===== config.mk =====
export PLATFORM = sky130hd
export DESIGN_NAME = shape_raster_flat
export DESIGN_NICKNAME = d
export VERILOG_FILES = /design/src/rtl/draw_pkg.sv /design/src/rtl/shape_raster_if.sv /design/src/rtl/shape_raster_line_stepper.sv /design/src/rtl/shape_raster.sv /design/src/flat_wrapper.sv
export SDC_FILE = /design/constraint.sdc
export NUM_CORES = 1
export LEC_CHECK = 0
export CAP_MARGIN = 30
export CORE_UTILIZATION = 30
export DETAILED_ROUTE_END_ITERATION = 16
export SYNTH_ARGS = -nofsm -noshare
export SYNTH_HDL_FRONTEND = slang
export SYNTH_SLANG_ARGS = --single-unit

===== constraint.sdc =====
create_clock -name clk -period 9 [get_ports clk]
set_input_delay 0.9 -clock clk [delete_from_list [all_inputs] [get_ports clk]]
set_output_delay 0.9 -clock clk [all_outputs]
set_load 0.05 [all_outputs]

===== src/rtl/draw_pkg.sv =====
// Shared drawing definitions: draw modes, default coordinate width and
// the rasterizer state encoding.
package draw_pkg;

    localparam int COORD_W = 8;

    localparam logic [1:0] MODE_FREEHAND = 2'd0;
    localparam logic [1:0] MODE_LINE     = 2'd1;
    localparam logic [1:0] MODE_RECT     = 2'd2;
    localparam logic [1:0] MODE_SPRAY    = 2'd3;

    typedef enum logic [2:0] {
        IDLE,
        SETUP,
        LINE,
        R_TOP,
        R_RIGHT,
        R_BOT,
        R_LEFT,
        FIN
    } state_t;

endpackage


===== src/rtl/shape_raster_if.sv =====
// Pixel stream towards the framebuffer write path (valid/ready).
interface shape_raster_if
    import draw_pkg::*;
#(
    parameter int W = COORD_W
);

    logic [W-1:0] px_x;
    logic [W-1:0] px_y;
    logic         px_valid;
    logic         px_ready;

    modport master (
        output px_x,
        output px_y,
        output px_valid,
        input  px_ready
    );

    modport slave (
        input  px_x,
        input  px_y,
        input  px_valid,
        output px_ready
    );

endinterface


===== src/rtl/shape_raster_line_stepper.sv =====
// Bresenham core: load endpoints, then advance one pixel per step.
module line_stepper
    import draw_pkg::*;
#(
    parameter int W = COORD_W
) (
    input  logic         clk,
    input  logic         rst_n,
    input  logic         load,
    input  logic         step,
    input  logic [W-1:0] x0,
    input  logic [W-1:0] y0,
    input  logic [W-1:0] x1,
    input  logic [W-1:0] y1,
    output logic [W-1:0] x,
    output logic [W-1:0] y,
    output logic         at_end
);

    localparam int SW = W + 2;

    logic [W-1:0]         ex;
    logic [W-1:0]         ey;
    logic [W-1:0]         ux;
    logic [W-1:0]         uy;
    logic                 sx_neg;
    logic                 sy_neg;
    logic                 mx;
    logic                 my;
    logic signed [SW-1:0] dx;
    logic signed [SW-1:0] dy;
    logic signed [SW-1:0] err;
    logic signed [SW-1:0] e2;
    logic signed [SW-1:0] err_n;
    logic signed [SW-1:0] adx;
    logic signed [SW-1:0] ady;
    logic [W-1:0]         nx;
    logic [W-1:0]         ny;

    always_comb begin
        ux  = (x1 >= x0) ? x1 - x0 : x0 - x1;
        uy  = (y1 >= y0) ? y1 - y0 : y0 - y1;
        adx = $signed({2'b00, ux});
        ady = $signed({2'b00, uy});
    end

    // Both moves are judged against the same e2, as in textbook Bresenham.
    always_comb begin
        e2    = err <<< 1;
        mx    = (e2 >= dy);
        my    = (e2 <= dx);
        err_n = err;
        nx    = x;
        ny    = y;
        if (mx) begin
            err_n = err_n + dy;
            nx    = sx_neg ? x - 1'b1 : x + 1'b1;
        end
        if (my) begin
            err_n = err_n + dx;
            ny    = sy_neg ? y - 1'b1 : y + 1'b1;
        end
    end

    assign at_end = (x == ex) && (y == ey);

    always_ff @(posedge clk or negedge rst_n) begin
        if (!rst_n) begin
            x      <= '0;
            y      <= '0;
            ex     <= '0;
            ey     <= '0;
            dx     <= '0;
            dy     <= '0;
            err    <= '0;
            sx_neg <= 1'b0;
            sy_neg <= 1'b0;
        end else if (load) begin
            x      <= x0;
            y      <= y0;
            ex     <= x1;
            ey     <= y1;
            dx     <= adx;
            dy     <= -ady;
            err    <= adx - ady;
            sx_neg <= (x1 < x0);
            sy_neg <= (y1 < y0);
        end else if (step) begin
            x      <= nx;
            y      <= ny;
            err    <= err_n;
        end
    end

endmodule


===== src/rtl/shape_raster.sv =====
// Turns a line/rect trigger into a stream of pixel coordinates;
// lines use line_stepper, rectangles are walked edge by edge here.
module shape_raster #(
    parameter int COORD_W = draw_pkg::COORD_W
) (
    input  logic               clk,
    input  logic               rst_n,
    input  logic               start,
    input  logic [1:0]         mode,
    input  logic [COORD_W-1:0] ax,
    input  logic [COORD_W-1:0] ay,
    input  logic [COORD_W-1:0] bx,
    input  logic [COORD_W-1:0] by,
    input  logic               abort,
    shape_raster_if.master     px,
    output logic               busy,
    output logic               done
);

    import draw_pkg::*;

    state_t             state;
    logic [1:0]         cmode;
    logic [COORD_W-1:0] cax;
    logic [COORD_W-1:0] cay;
    logic [COORD_W-1:0] cbx;
    logic [COORD_W-1:0] cby;
    logic [COORD_W-1:0] xmin;
    logic [COORD_W-1:0] xmax;
    logic [COORD_W-1:0] ymin;
    logic [COORD_W-1:0] ymax;
    logic [COORD_W-1:0] cx;
    logic [COORD_W-1:0] cy;
    logic [COORD_W-1:0] ls_x;
    logic [COORD_W-1:0] ls_y;
    logic               ls_end;
    logic               ls_load;
    logic               ls_step;
    logic               px_valid_q;
    logic               accept;
    logic [COORD_W-1:0] rx_lo;
    logic [COORD_W-1:0] rx_hi;
    logic [COORD_W-1:0] ry_lo;
    logic [COORD_W-1:0] ry_hi;

    assign rx_lo = (cax < cbx) ? cax : cbx;
    assign rx_hi = (cax < cbx) ? cbx : cax;
    assign ry_lo = (cay < cby) ? cay : cby;
    assign ry_hi = (cay < cby) ? cby : cay;

    assign accept  = px_valid_q & px.px_ready;
    assign ls_load = (state == SETUP);
    assign ls_step = (state == LINE) & accept & ~ls_end & ~abort;

    line_stepper #(
        .W (COORD_W)
    ) u_line (
        .clk    (clk),
        .rst_n  (rst_n),
        .load   (ls_load),
        .step   (ls_step),
        .x0     (cax),
        .y0     (cay),
        .x1     (cbx),
        .y1     (cby),
        .x      (ls_x),
        .y      (ls_y),
        .at_end (ls_end)
    );

    // Both cursors are registers, so the select only picks a stable source.
    assign px.px_x     = (state == LINE) ? ls_x : cx;
    assign px.px_y     = (state == LINE) ? ls_y : cy;
    assign px.px_valid = px_valid_q;

    always_ff @(posedge clk or negedge rst_n) begin
        if (!rst_n) begin
            state      <= IDLE;
            cmode      <= MODE_FREEHAND;
            cax        <= '0;
            cay        <= '0;
            cbx        <= '0;
            cby        <= '0;
            xmin       <= '0;
            xmax       <= '0;
            ymin       <= '0;
            ymax       <= '0;
            cx         <= '0;
            cy         <= '0;
            px_valid_q <= 1'b0;
            busy       <= 1'b0;
            done       <= 1'b0;
        end else begin
            done <= 1'b0;
            if (state != IDLE && abort) begin
                state      <= IDLE;
                px_valid_q <= 1'b0;
                busy       <= 1'b0;
            end else begin
                unique case (state)
                    IDLE: begin
                        if (start && (mode == MODE_LINE || mode == MODE_RECT)) begin
                            cmode <= mode;
                            cax   <= ax;
                            cay   <= ay;
                            cbx   <= bx;
                            cby   <= by;
                            busy  <= 1'b1;
                            state <= SETUP;
                        end
                    end
                    SETUP: begin
                        px_valid_q <= 1'b1;
                        if (cmode == MODE_LINE) begin
                            state <= LINE;
                        end else begin
                            xmin  <= rx_lo;
                            xmax  <= rx_hi;
                            ymin  <= ry_lo;
                            ymax  <= ry_hi;
                            cx    <= rx_lo;
                            cy    <= ry_lo;
                            state <= R_TOP;
                        end
                    end
                    LINE: begin
                        if (accept && ls_end) begin
                            px_valid_q <= 1'b0;
                            busy       <= 1'b0;
                            done       <= 1'b1;
                            state      <= FIN;
                        end
                    end
                    R_TOP: begin
                        if (accept) begin
                            if (cx != xmax) begin
                                cx <= cx + 1'b1;
                            end else if (ymax != ymin) begin
                                cy    <= ymin + 1'b1;
                                state <= R_RIGHT;
                            end else begin
                                px_valid_q <= 1'b0;
                                busy       <= 1'b0;
                                done       <= 1'b1;
                                state      <= FIN;
                            end
                        end
                    end
                    R_RIGHT: begin
                        if (accept) begin
                            if (cy != ymax) begin
                                cy <= cy + 1'b1;
                            end else if (xmax != xmin) begin
                                cx    <= xmax - 1'b1;
                                state <= R_BOT;
                            end else begin
                                px_valid_q <= 1'b0;
                                busy       <= 1'b0;
                                done       <= 1'b1;
                                state      <= FIN;
                            end
                        end
                    end
                    R_BOT: begin
                        if (accept) begin
                            if (cx != xmin) begin
                                cx <= cx - 1'b1;
                            end else if ((ymax - ymin) > COORD_W'(1)) begin
                                cy    <= ymax - 1'b1;
                                state <= R_LEFT;
                            end else begin
                                px_valid_q <= 1'b0;
                                busy       <= 1'b0;
                                done       <= 1'b1;
                                state      <= FIN;
                            end
                        end
                    end
                    R_LEFT: begin
                        if (accept) begin
                            if (cy != ymin + 1'b1) begin
                                cy <= cy - 1'b1;
                            end else begin
                                px_valid_q <= 1'b0;
                                busy       <= 1'b0;
                                done       <= 1'b1;
                                state      <= FIN;
                            end
                        end
                    end
                    FIN: begin
                        state <= IDLE;
                    end
                    default: begin
                        state <= IDLE;
                    end
                endcase
            end
        end
    end

endmodule


===== src/flat_wrapper.sv =====
// flat-port wrapper written by rule: the top's interface ports become plain ports
module shape_raster_flat import draw_pkg::*;
#(
    parameter int COORD_W = draw_pkg::COORD_W
)
  (clk, rst_n, start, mode, ax, ay, bx, by, abort, busy, done, px_px_x, px_px_y, px_px_valid, px_px_ready);
  shape_raster_if #(.W(8)) px_i ();
  input  logic clk;
  input  logic rst_n;
  input  logic start;
  input  logic [1:0] mode;
  input  logic [COORD_W-1:0] ax;
  input  logic [COORD_W-1:0] ay;
  input  logic [COORD_W-1:0] bx;
  input  logic [COORD_W-1:0] by;
  input  logic abort;
  output logic busy;
  output logic done;
  output wire logic [$bits(px_i.px_x)-1:0] px_px_x;
  output wire logic [$bits(px_i.px_y)-1:0] px_px_y;
  output wire logic [$bits(px_i.px_valid)-1:0] px_px_valid;
  input wire logic [$bits(px_i.px_ready)-1:0] px_px_ready;
  assign px_px_x = px_i.px_x;
  assign px_px_y = px_i.px_y;
  assign px_px_valid = px_i.px_valid;
  assign px_i.px_ready = px_px_ready;
  shape_raster #(.COORD_W(COORD_W)) u_core (.clk(clk), .rst_n(rst_n), .start(start), .mode(mode), .ax(ax), .ay(ay), .bx(bx), .by(by), .abort(abort), .px(px_i), .busy(busy), .done(done));
endmodule

==> run summary, run 1 <==
The flow ran to the end, and the final reports show no timing, DRC or antenna violations. The DRC violation total after the first TritonRoute iteration came out at 621. Across the run, the number of max-cap violations was 0. The first global-routing pass estimated 56.4 mm of wire. The HPWL after detailed placement came out at 26.9 mm. The utilization after layout is 0.350. Of the total synthesized cell area, the portion taken by AND, OR, NAND and NOR gates is 0.150. The critical path goes through inv_1, nand2_1, nor2_2, buf_8, mux2_2, clkdlybuf4s50_1. The main combinational cell family by area after synthesis is compound AO/OA/AOI/OAI gates. The CTS H-tree depth came out at 4. The count of nets left with antenna violations once routing finished came out at 0. TritonCTS built the clock tree. The mapped netlist covers 12100 µm².

The latest clock arrival within the worst-skew pair is 0.44 ns. For this configuration, the core starts out at a cell density of 0.304. The net total in the final layout is 1567. The largest buffer count on any clock path came out at 2. The mux cell area share after synthesis is 0.0804. The count of inserted antenna diode cells is 0. The critical path is of the flop to primary output type. The number of warning messages in the yosys log is 0. The worst slew margin relative to its limit is 0.321.

The fraction of synthesized cell area taken by the top area cell type is 0.309. The final max-slew violation count is 0. The shortest clock period the worst path allows after layout came out at 4.30 ns.

The number of unique standard cell types used by synthesis came out at 75. The most common flop cell mapped by yosys is dfrtp_1. In this run the count of I/O pins placed on the die edge is 58. The fraction of the yosys area taken by sequential cells is 0.309.

The final-report setup violation count came out at 0. At the end of routability-driven placement, the weighted congestion stood at 0.926. The number of hold buffers added after CTS came out at 0. The mean post-synth cell area is 8.79 µm².

The number of standard-cell rows in the floorplan came out at 73. For this run, the slowest stage of the critical path takes 0.70 ns. The async set or reset register ratio after synthesis is 1.00. STA classifies the critical path startpoint as a flop. The via count of the first global-routing pass is 10200. For the final routed database, the setup TNS stands at 0 ns. The register area came out at 3730 µm². The worst setup path is captured at a primary output. The tree is rooted in a clkbuf_16. The die boundary height came out at 202 µm. The cell type of the slowest stage on the worst timing path is clkdlybuf4s50_1. The area occupied by multi-input gates came out at 7770 µm². After floorplanning, the core was sized to cover 39600 µm². The net count after synthesis came out at 1530. By area the synthesized netlist is led by dfrtp_1 (31%), ha_1 (11%), xnor2_1 (6.0%). The category of cells accounting for the largest share of critical-path delay is buffers and inverters. The peak fanout along the critical path is 20.

The clock drives 149 sinks. The setup fix buffers added after clock tree synthesis is 0. The largest net degree at the start of global routing is 83. The fraction of layout cells with a size suffix above 1 came out at 0.0930. The number of buffer cells added on primary ports came out at 57. The synthesized-area fraction occupied by adder cells came out at 0.132.

The number of clock buffers inserted by TritonCTS is 17. The number of cells upsized or downsized after cts is 0. The total count of hold-check failures in the final report is 0. The path class of the tightest hold or removal check is flop to flop. The area overhead of the layout relative to synthesis is 15.1%.

The data arrival time at the worst-slack endpoint is 3.40 ns. Using the TritonRoute via totals, the vias-per-cell ratio works out to 5.19. The post-synthesis compound-gate area fraction came out at 0.183. The transition time at the pin with the least slew margin came out at 1.01 ns. In the final routed layout, each cell accounts on average for 18.1 µm. Static timing analysis puts the maximum clock frequency at 233 MHz. Of the total synthesized cell area, the portion taken by XOR and XNOR cells is 0.0966. In the global route stage, overall resource usage came out at 0.176. The die is 202 µm wide. The total number of vias came out at 10100.

The number of enable-type register cells in the synthesized netlist came out at 0. The required time reported for the critical path endpoint is 8.10 ns. Between clock sinks in the finished design, the worst skew comes to 0.0126 ns.

The synthesized design spends more area on one cell type than any other, namely dfrtp_1. The detailed-route DRC error count is 0. The number of instances in the synthesized netlist is 1371. Setup repair after global routing left no endpoint under its margin.

The leftover overflow at the end of global routing came out at 0. The total routed wirelength is 35.2 mm. The die footprint came out at 41000 µm². The first TritonRoute pass finished after 5 iterations. The clock transition at the registers of the reported paths came out at 0.07 ns.

The number of buffers and inverters on the critical path is 3. In the finished design, the share of the clock period the worst path needs comes to 0.477. The number of antenna violations at the first check in global routing came out at 0. The final-layout fill cell count came out at 4117. The flop and latch count out of synthesis is 149.
## tightest hold or removal path: stages (launching register included)
cell	delay (ns)
dfrtp_1	0.36
nand2_1	0.05
o21ai_0	0.06
## per-layer routing
metal	part of all wire	global-route usage	vias up
met1	0.48	0.242	4949
met4	0.021	0.0583	0
met5	0	0	-
met3	0.038	0.0282	32
met2	0.46	0.279	208
li1	-	-	4907
## cells in the final DEF, fill, tap and decap left out, types with 7 or more instances in the layout
cell type,Yosys,layout
nand2_1,154,153
dfrtp_1,149,149
o21ai_0,109,109
ha_1,108,108
nor2_1,101,100
inv_1,99,99
a21oi_1,87,87
xnor2_1,83,83
mux2_2,58,58
clkdlybuf4s50_1,0,56
xor2_1,48,48
mux2i_1,30,30
a21o_1,24,24
nor3_1,20,19
clkbuf_16,0,17
nor2b_1,16,16
o221ai_1,16,16
nand4_1,15,15
o22ai_1,15,15
nand3_1,14,13
a221oi_1,12,12
fa_1,12,12
buf_4,1,12
nor4_1,11,10
o211ai_1,9,9
a211oi_1,9,8
nand2b_1,8,8
o21a_1,7,7
nand3b_1,7,7
## cell type report
type / instances / area share
inverter: 99 / 0.0268
clock inverter: 7 / 0.00677
sequential: 149 / 0.269
multi-input combinational: 1069 / 0.560
timing repair buffer: 72 / 0.0528
clock buffer: 24 / 0.0369
tap: 525 / 0.0474
## final timing paths
check                      slack, ns                    to  cells past startpoint                start
max                             4.70            px_px_x[2]                      6      u_core.state[2]
min                             0.50   u_core.u_line.ex[4]                      2  u_core.u_line.ex[4]
max reg2reg                     4.75  u_core.u_line.err[7]                     19        u_core.cbx[0]
min reg2reg                     0.50   u_core.u_line.ex[4]                      2  u_core.u_line.ex[4]
max in group asynchronous       7.40         u_core.cby[4]                      3                rst_n
min in group asynchronous       0.51         u_core.cbx[2]                      1                rst_n
## kinds of logic (layout without fill, tap and decap cells)
family                     count (synthesis)  in the layout
AOI/OAI and AO/OA                        343            343
buffers and inverters                    153            202
muxes                                     89             89
xor gates and xnor gates                 132            132
and+or+nand+nor                          385            385
DFF                                      149            149
adders and majority gates                120            120
## per-stage QoR
stage,cell area (µm²),hold WS [ns],std cells,worst slack [ns]
global placement,13200,0.485,1911,4.78
floorplan,12100,0.464,1371,5.15
global route,13900,0.520,1945,4.28
finish,13900,0.504,1945,4.70
CTS,13800,0.508,1944,4.73
detailed placement,13200,0.494,1913,4.75
## registers in the layout, indices dropped and copies added (netlist names), 3 cells and up
signal and cells:
u_core.cax 8, u_core.cay 8, u_core.cbx 8, u_core.cby 8, u_core.cx 8, u_core.cy 8
u_core.state 3, u_core.u_line.dx 8, u_core.u_line.dy 10, u_core.u_line.err 9, u_core.u_line.ex 8, u_core.u_line.ey 8
u_core.u_line.x 8, u_core.u_line.y 8, u_core.xmax 8, u_core.xmin 8, u_core.ymax 8, u_core.ymin 8
## cells in the mapped netlist, drive strengths merged (13+ instances only)
library cell	count
xor2	49
o22ai	15
xnor2	83
mux2	59
a221oi	13
nor2	101
nand4	18
o221ai	16
inv	99
nand3	15
nor4	13
a21oi	87
nand2	154
dfrtp	149
a21o	24
nor2b	17
nor3	20
o21ai	117
clkbuf	42
ha	108
mux2i	30
Power of run 1 is left out: the tool's default activity adds up to more than one toggle a clock period on the data nets, which glitch-free logic cannot reach.
==> inputs of run 2 (changes only) <==
Clock period 9 ns to 3.95 ns, I/O delays scaled along.
==> run summary, run 2 (synthesized netlist as in run 1, its figures left out) <==
Result of the run: finished, violations left (was finished, final reports clean). The final reports fail on hold timing. The floorplan die width is 202 µm (unchanged). The data arrival time at the worst-slack endpoint came out at 4.07 ns (was 3.40 ns). The count of inserted antenna diode cells came out at 0 (unchanged).

The net total in the final layout came to 1625 (was 1567). The final-report setup violation count came out at 0 (unchanged). The average wire per cell in the routed design is 17.3 µm (was 18.1 µm). The cell type of the slowest stage on the worst timing path was dfrtp_1 (was clkdlybuf4s50_1). The required time reported for the critical path endpoint is 4.33 ns (was 8.10 ns). The share of the clock period used by the worst path is 0.935. The number of hold buffers added after CTS came to 0 (unchanged).

The worst clock skew is 0.0124 ns (was 0.0126 ns). The classification of the worst-slack hold path is input port to asynchronous set/reset pin (was flop to flop). The design area is 14400 µm² (was 13900 µm²). The cell area after placement came out at 13700 µm² (was 13200 µm²). The effective utilization at floorplan came to 0.304 (unchanged).

The register bank with the most flops was u_core.u_line.dy (unchanged). The transition time at the pin with the least slew margin is 0.920 ns (was 1.01 ns). The peak fanout along the critical path was 6 (was 20). The critical path endpoint category is a flop (was primary output). The number of buffer cells added on primary ports came out at 57 (unchanged). The area occupied by multi-input gates was 7890 µm² (was 7770 µm²). Counting stages on the worst path, the most repeated cell is a21o_1. The CTS H-tree depth came out at 4 (unchanged). The delay of the slowest cell on the worst path came out at 0.43 ns (was 0.70 ns). The all-layer global routing usage came to 0.171 (was 0.176). The worst flop-to-flop path endpoint is u_core.u_line.err[8] (was u_core.u_line.err[7]).

The number of antenna violations at the first check in global routing came out at 0 (unchanged). The clock root buffer is clkbuf_16 (unchanged). Most frequent cells in the layout: nand2_1 (153), dfrtp_1 (149), ha_1 (106) (was nand2_1 (153), dfrtp_1 (149), o21ai_0 (109)). The final-layout fill cell count came out at 4038 (was 4117).

Cells along the critical path: inv_1, ha_1, a21o_1, a221oi_2, o21ai_4, buf_6, mux2i_4, xnor2_2, ha_1, nor2b_1, o21ai_1, nand2b_1, a21o_1, a21o_1, a21o_1, a211oi_2, a311oi_1, nand2_1 (was inv_1, nand2_1, nor2_2, buf_8, mux2_2, clkdlybuf4s50_1). The classification of the worst setup path is flop to flop (was flop to primary output). The placeable core region is 39600 µm² (unchanged). The largest net degree at the start of global routing came out at 78 (was 83).

The final weighted congestion of routability-driven global placement is 0.896 (was 0.926). The antenna violation net count after detailed routing is 0 (unchanged). The fraction of layout cells with a size suffix above 1 is 0.140 (was 0.0930).

Largest registers in the final layout: u_core.u_line.dy x10, u_core.u_line.err x9 (unchanged). The worst setup slack after placement came out at 0.0445 ns (was 4.75 ns). The number of optimization iterations in the first detailed-route pass is 7 (was 5). The TritonCTS clock tree is done (unchanged). The flip-flop count of the largest register, all copies and words added is 10 (unchanged). The HPWL after detailed placement came out at 26.6 mm (was 26.9 mm). The total routed wirelength came to 34.7 mm (was 35.2 mm). The die footprint was 41000 µm² (unchanged). The die boundary height is 202 µm (unchanged). The clock transition at the registers of the reported paths came to 0.07 ns (about the same). The number of standard-cell rows in the floorplan is 73 (unchanged). The final max-slew violation count is 0 (unchanged). The total number of vias is 10300 (was 10100). The worst path needs 3.70 ns of the cycle, external delays included. The total count of hold-check failures in the final report came out at 3 (was 0). The global-route wire length before repair is 55.1 mm (was 56.4 mm). The area overhead of the layout relative to synthesis is 19.4% (was 15.1%). The number of clock buffers inserted by TritonCTS came out at 17 (unchanged). The register area is 3730 µm² (unchanged). The slack of the worst reg-to-reg path came out at 0.25 ns (was 4.75 ns).

The worst slew margin relative to its limit came out at 0.382 (was 0.321). The largest buffer count on any clock path came out at 2 (unchanged). The routed via count divided by cell count is 5.13 (was 5.19).

The upper clock frequency limit is 271 MHz. The number of sinks handled by clock tree synthesis is 149 (unchanged). The via count of the first global-routing pass came out at 10000 (was 10200). The startpoint of the worst register-to-register path is u_core.cbx[5] (was u_core.cbx[0]). The latest clock arrival within the worst-skew pair came out at 0.44 ns (about the same). The final critical-path setup slack came out at 0.255 ns (was 4.70 ns). The worst-case reg-to-reg path depth came out at 18 (was 19).

The detailed-route DRC error count is 0 (unchanged). The launching element type of the critical path was a flop (unchanged). The most common cell after layout, fill and taps aside is nand2_1 (unchanged).

The DRC violation total after the first TritonRoute iteration is 732 (was 621). The max capacitance violation total was 0 (unchanged). The leftover overflow at the end of global routing is 0 (unchanged). The number of primary I/O pins came to 58 (unchanged). The worst slack on hold paths is -0.00419 ns (was 0.504 ns).
## run 2: worst max path at each step
stage,cells after the start,slack [ns],endpoint,from
after global placement,20,0.06,u_core.u_line.err[8],u_core.cbx[0]
after floorplan,19,0.1,u_core.u_line.err[8],u_core.cbx[0]
after detailed placement,21,0.04,u_core.u_line.err[8],u_core.cbx[0]
final,18,0.25,u_core.u_line.err[8],u_core.cbx[5]
after global routing,19,-0.0001,u_core.u_line.err[8],u_core.u_line.err[8]
after CTS,21,0.006,u_core.u_line.err[8],u_core.cbx[0]
## run 2: what timing repair did
action,CTS,global route
cloned,0,0
gates resized for setup,1,28
setup buffers,0,3
endpoints found under the setup margin,1,4
hold endpoints to repair,0,0
pin swaps,0,13
## run 2: metrics by stage
stage / cells / TNS (ns) / utilization
2_1_floorplan: 1371 / 0 / -
3_3_place_gp: 1968 / 0 / 0.344
3_5_place_dp: 1969 / 0 / 0.345
4_1_cts: 2001 / 0 / 0.359
5_1_grt: 2004 / -0.000147 / 0.363
6_report: 2004 / 0 / 0.363
## run 2: routing by layer
metal	vias up	wire [µm]	track usage
met1	4985	16800	0.241
met5	-	0	0
met2	233	15800	0.272
met4	0	422	0.0384
li1	5033	-	-
met3	27	1610	0.0297
## run 2: final cells by class
class / count / share of cell area
flip-flops and latches: 149 / 0.259
inverters: 99 / 0.0258
repair buffers: 130 / 0.0805
clock inverters: 8 / 0.00687
multi-input cells: 1069 / 0.548
well taps: 525 / 0.0457
clock buffers: 24 / 0.0335
## run 2: critical path: cells and delay by family, from the launching register on
| kind | cells | cell delay (ns) |
|---|---|---|
| AOI/OAI and AO/OA | 9 | 1.58 |
| xor gates and xnor gates | 1 | 0.14 |
| adders and majority gates | 2 | 0.71 |
| buffers and inverters | 2 | 0.27 |
| DFF | 1 | 0.43 |
| muxes | 1 | 0.19 |
| and+or+nand+nor | 3 | 0.31 |
Power of run 2 is left out for the same reason.
==> inputs of run 3 (changes only) <==
Settings changed: CAP_MARGIN 30 to default, CORE_UTILIZATION 30 to 35.
==> run summary, run 3 (synthesized netlist as in run 1, its figures left out) <==
The total count of hold-check failures in the final report came to 0 (was 3). The area occupied by multi-input gates came out at 7880 µm² (was 7890 µm²). The number of antenna violations at the first check in global routing is 0 (unchanged). The count of inserted antenna diode cells is 0 (unchanged). The CTS H-tree depth was 4 (unchanged). The data arrival time at the worst-slack endpoint came out at 4.15 ns (was 4.07 ns). The via count of the first global-routing pass is 10000 (about the same). The number of standard-cell rows in the floorplan came out at 67 (was 73).

Result of the run: finished, final reports clean (was finished, violations left). The number of sinks handled by clock tree synthesis is 149 (unchanged). The total routed wirelength came out at 34.5 mm (was 34.7 mm). The average wire per cell in the routed design is 18.0 µm (was 17.3 µm). The critical path launch point is u_core.cbx[0] (was u_core.cbx[5]). The startpoint of the worst register-to-register path is u_core.cbx[0] (was u_core.cbx[5]). The upper clock frequency limit came out at 264 MHz (was 271 MHz).

The launching element type of the critical path is a flop (unchanged). The floorplan die width is 188 µm (was 202 µm). The effective utilization at floorplan was 0.358 (was 0.304). The classification of the worst setup path is flop to flop (unchanged). The detailed-route DRC error count is 0 (unchanged). The register bank with the most flops is u_core.u_line.dy (unchanged).

The clock root buffer is clkbuf_16 (unchanged). The design area is 14300 µm² (was 14400 µm²). The number of buffer cells added on primary ports was 57 (unchanged). The worst flop-to-flop path endpoint was u_core.u_line.err[7] (was u_core.u_line.err[8]). The leftover overflow at the end of global routing came out at 0 (unchanged). The final-report setup violation count is 0 (unchanged). The slack of the worst reg-to-reg path is 0.16 ns (was 0.25 ns). The final-layout fill cell count is 3372 (was 4038). The largest buffer count on any clock path is 2 (unchanged). The routed via count divided by cell count was 5.38 (was 5.13). The area overhead of the layout relative to synthesis came to 18.4% (was 19.4%). The die boundary height came out at 188 µm (was 202 µm). The largest net degree at the start of global routing came out at 99 (was 78). The worst clock skew came to 0.0212 ns (was 0.0124 ns).

The global-route wire length before repair came to 55.4 mm (was 55.1 mm). The clock transition at the registers of the reported paths is 0.08 ns (was 0.07 ns). The die footprint came out at 35200 µm² (was 41000 µm²). The peak fanout along the critical path came out at 6 (unchanged).

The total number of vias came out at 10300 (about the same). The fraction of layout cells with a size suffix above 1 is 0.138 (was 0.140). The share of the clock period used by the worst path came out at 0.959 (was 0.935). The HPWL after detailed placement is 26.2 mm (was 26.6 mm).

The transition time at the pin with the least slew margin is 0.965 ns (was 0.920 ns). The number of clock buffers inserted by TritonCTS came to 17 (unchanged). The antenna violation net count after detailed routing is 0 (unchanged).

The TritonCTS clock tree is done (unchanged). The shortest clock period the worst path allows after layout came out at 3.79 ns (was 3.70 ns). The placeable core region is 33700 µm² (was 39600 µm²). The latest clock arrival within the worst-skew pair came out at 0.45 ns (was 0.44 ns). Largest registers in the final layout: u_core.u_line.dy x10, u_core.u_line.err x9 (unchanged). The final max-slew violation count came to 0 (unchanged).

The cell area after placement was 13500 µm² (was 13700 µm²). The worst slew margin relative to its limit came out at 0.357 (was 0.382). The net total in the final layout came out at 1619 (was 1625). The max capacitance violation total is 0 (unchanged). The register area came out at 3730 µm² (unchanged). The worst-case reg-to-reg path depth came out at 20 (was 18). The flip-flop count of the largest register, all copies and words added came out at 10 (unchanged).

Most frequent cells in the layout: nand2_1 (153), dfrtp_1 (149), ha_1 (107) (was nand2_1 (153), dfrtp_1 (149), ha_1 (106)). The critical path endpoint category is a flop (unchanged). The final weighted congestion of routability-driven global placement came to 0.903 (was 0.896).

The classification of the worst-slack hold path is input port to asynchronous set/reset pin (unchanged). The most common cell after layout, fill and taps aside is nand2_1 (unchanged). The DRC violation total after the first TritonRoute iteration came out at 731 (was 732).

The number of optimization iterations in the first detailed-route pass is 5 (was 7). The number of primary I/O pins is 58 (unchanged). The all-layer global routing usage is 0.199 (was 0.171). The required time reported for the critical path endpoint came out at 4.31 ns (was 4.33 ns).
-- run 3: cell types whose count changed in the layout (fill, tap and decap cells not counted), moves of 2 or more --
cell	previous run	this run
buf_4	70	65
o21ai_1	11	8
a211oi_1	3	5
a211oi_2	5	3
bufinv_16	2	4
clkbuf_1	4	2
inv_6	0	2
o21ai_2	0	2
-- run 3: cell type report --
| type | instances | share of cell area |
|---|---|---|
| Clock buffer | 21 | 0.0323 |
| Clock inverter | 11 | 0.0120 |
| Inverter | 99 | 0.0261 |
| Multi-Input combinational cell | 1069 | 0.552 |
| Sequential cell | 149 | 0.261 |
| Tap cell | 448 | 0.0393 |
| Timing Repair Buffer | 124 | 0.0765 |
-- run 3: per-layer routing --
layer,vias to the layer above,track usage,wire length (µm)
li1,5023,-,-
met1,4986,0.289,16800
met2,283,0.303,15400
met3,36,0.0277,1670
met4,0,0.0613,600
met5,-,0,0
-- run 3: how the worst max path moves through the flow --
| stage | depth (start not counted) | slack, ns | to |
|---|---|---|---|
| finish | 20 | 0.16 | u_core.u_line.err[7] |
| global route | 21 | -0.04 | u_core.u_line.err[8] |
| CTS | 21 | 0.03 | u_core.u_line.err[8] |
| detailed placement | 21 | 0.003 | u_core.u_line.err[8] |
| global placement | 21 | 0.08 | u_core.u_line.err[8] |
| floorplan | 19 | 0.1 | u_core.u_line.err[8] |
-- run 3: critical path, cell delays in order (launching register included) --
cell and delay [ns]:
dfrtp_1 0.38, inv_1 0.07, ha_1 0.14, inv_1 0.06, fa_2 0.35, a21o_1 0.20, a211oi_2 0.24, buf_4 0.15
o21ai_4 0.06, buf_6 0.16, mux2i_4 0.18, nand2b_1 0.17, a31oi_2 0.23, o21a_1 0.16, buf_4 0.14, nor4_2 0.05
a211oi_1 0.24, ha_1 0.30, xor2_1 0.16, o22ai_1 0.09, a211oi_1 0.18
-- run 3: timing repair --
item                                    4_1_cts  5_1_grt
setup buffers                                 0        5
pin swaps                                     0       10
hold buffers                                  0        0
endpoints found under the setup margin        1        5
resized for setup                             1       27
cloned                                        0        0
hold endpoints to repair                      0        0
-- run 3: stage by stage --
step | worst slack, ns | cells | utilization | TNS [ns] | hold slack (ns)
after CTS | 0.0276 | 1916 | 0.419 | 0 | 0.108
after detailed placement | 0.00294 | 1884 | 0.400 | 0 | 0.492
after global placement | 0.0779 | 1884 | 0.400 | 0 | 0.484
after floorplan | 0.0956 | 1371 | - | 0 | 0.0994
after global routing | -0.0358 | 1921 | 0.423 | -0.0632 | 0.126
final | 0.161 | 1921 | 0.423 | 0 | 0.0302
Power of run 3 is left out for the same reason.
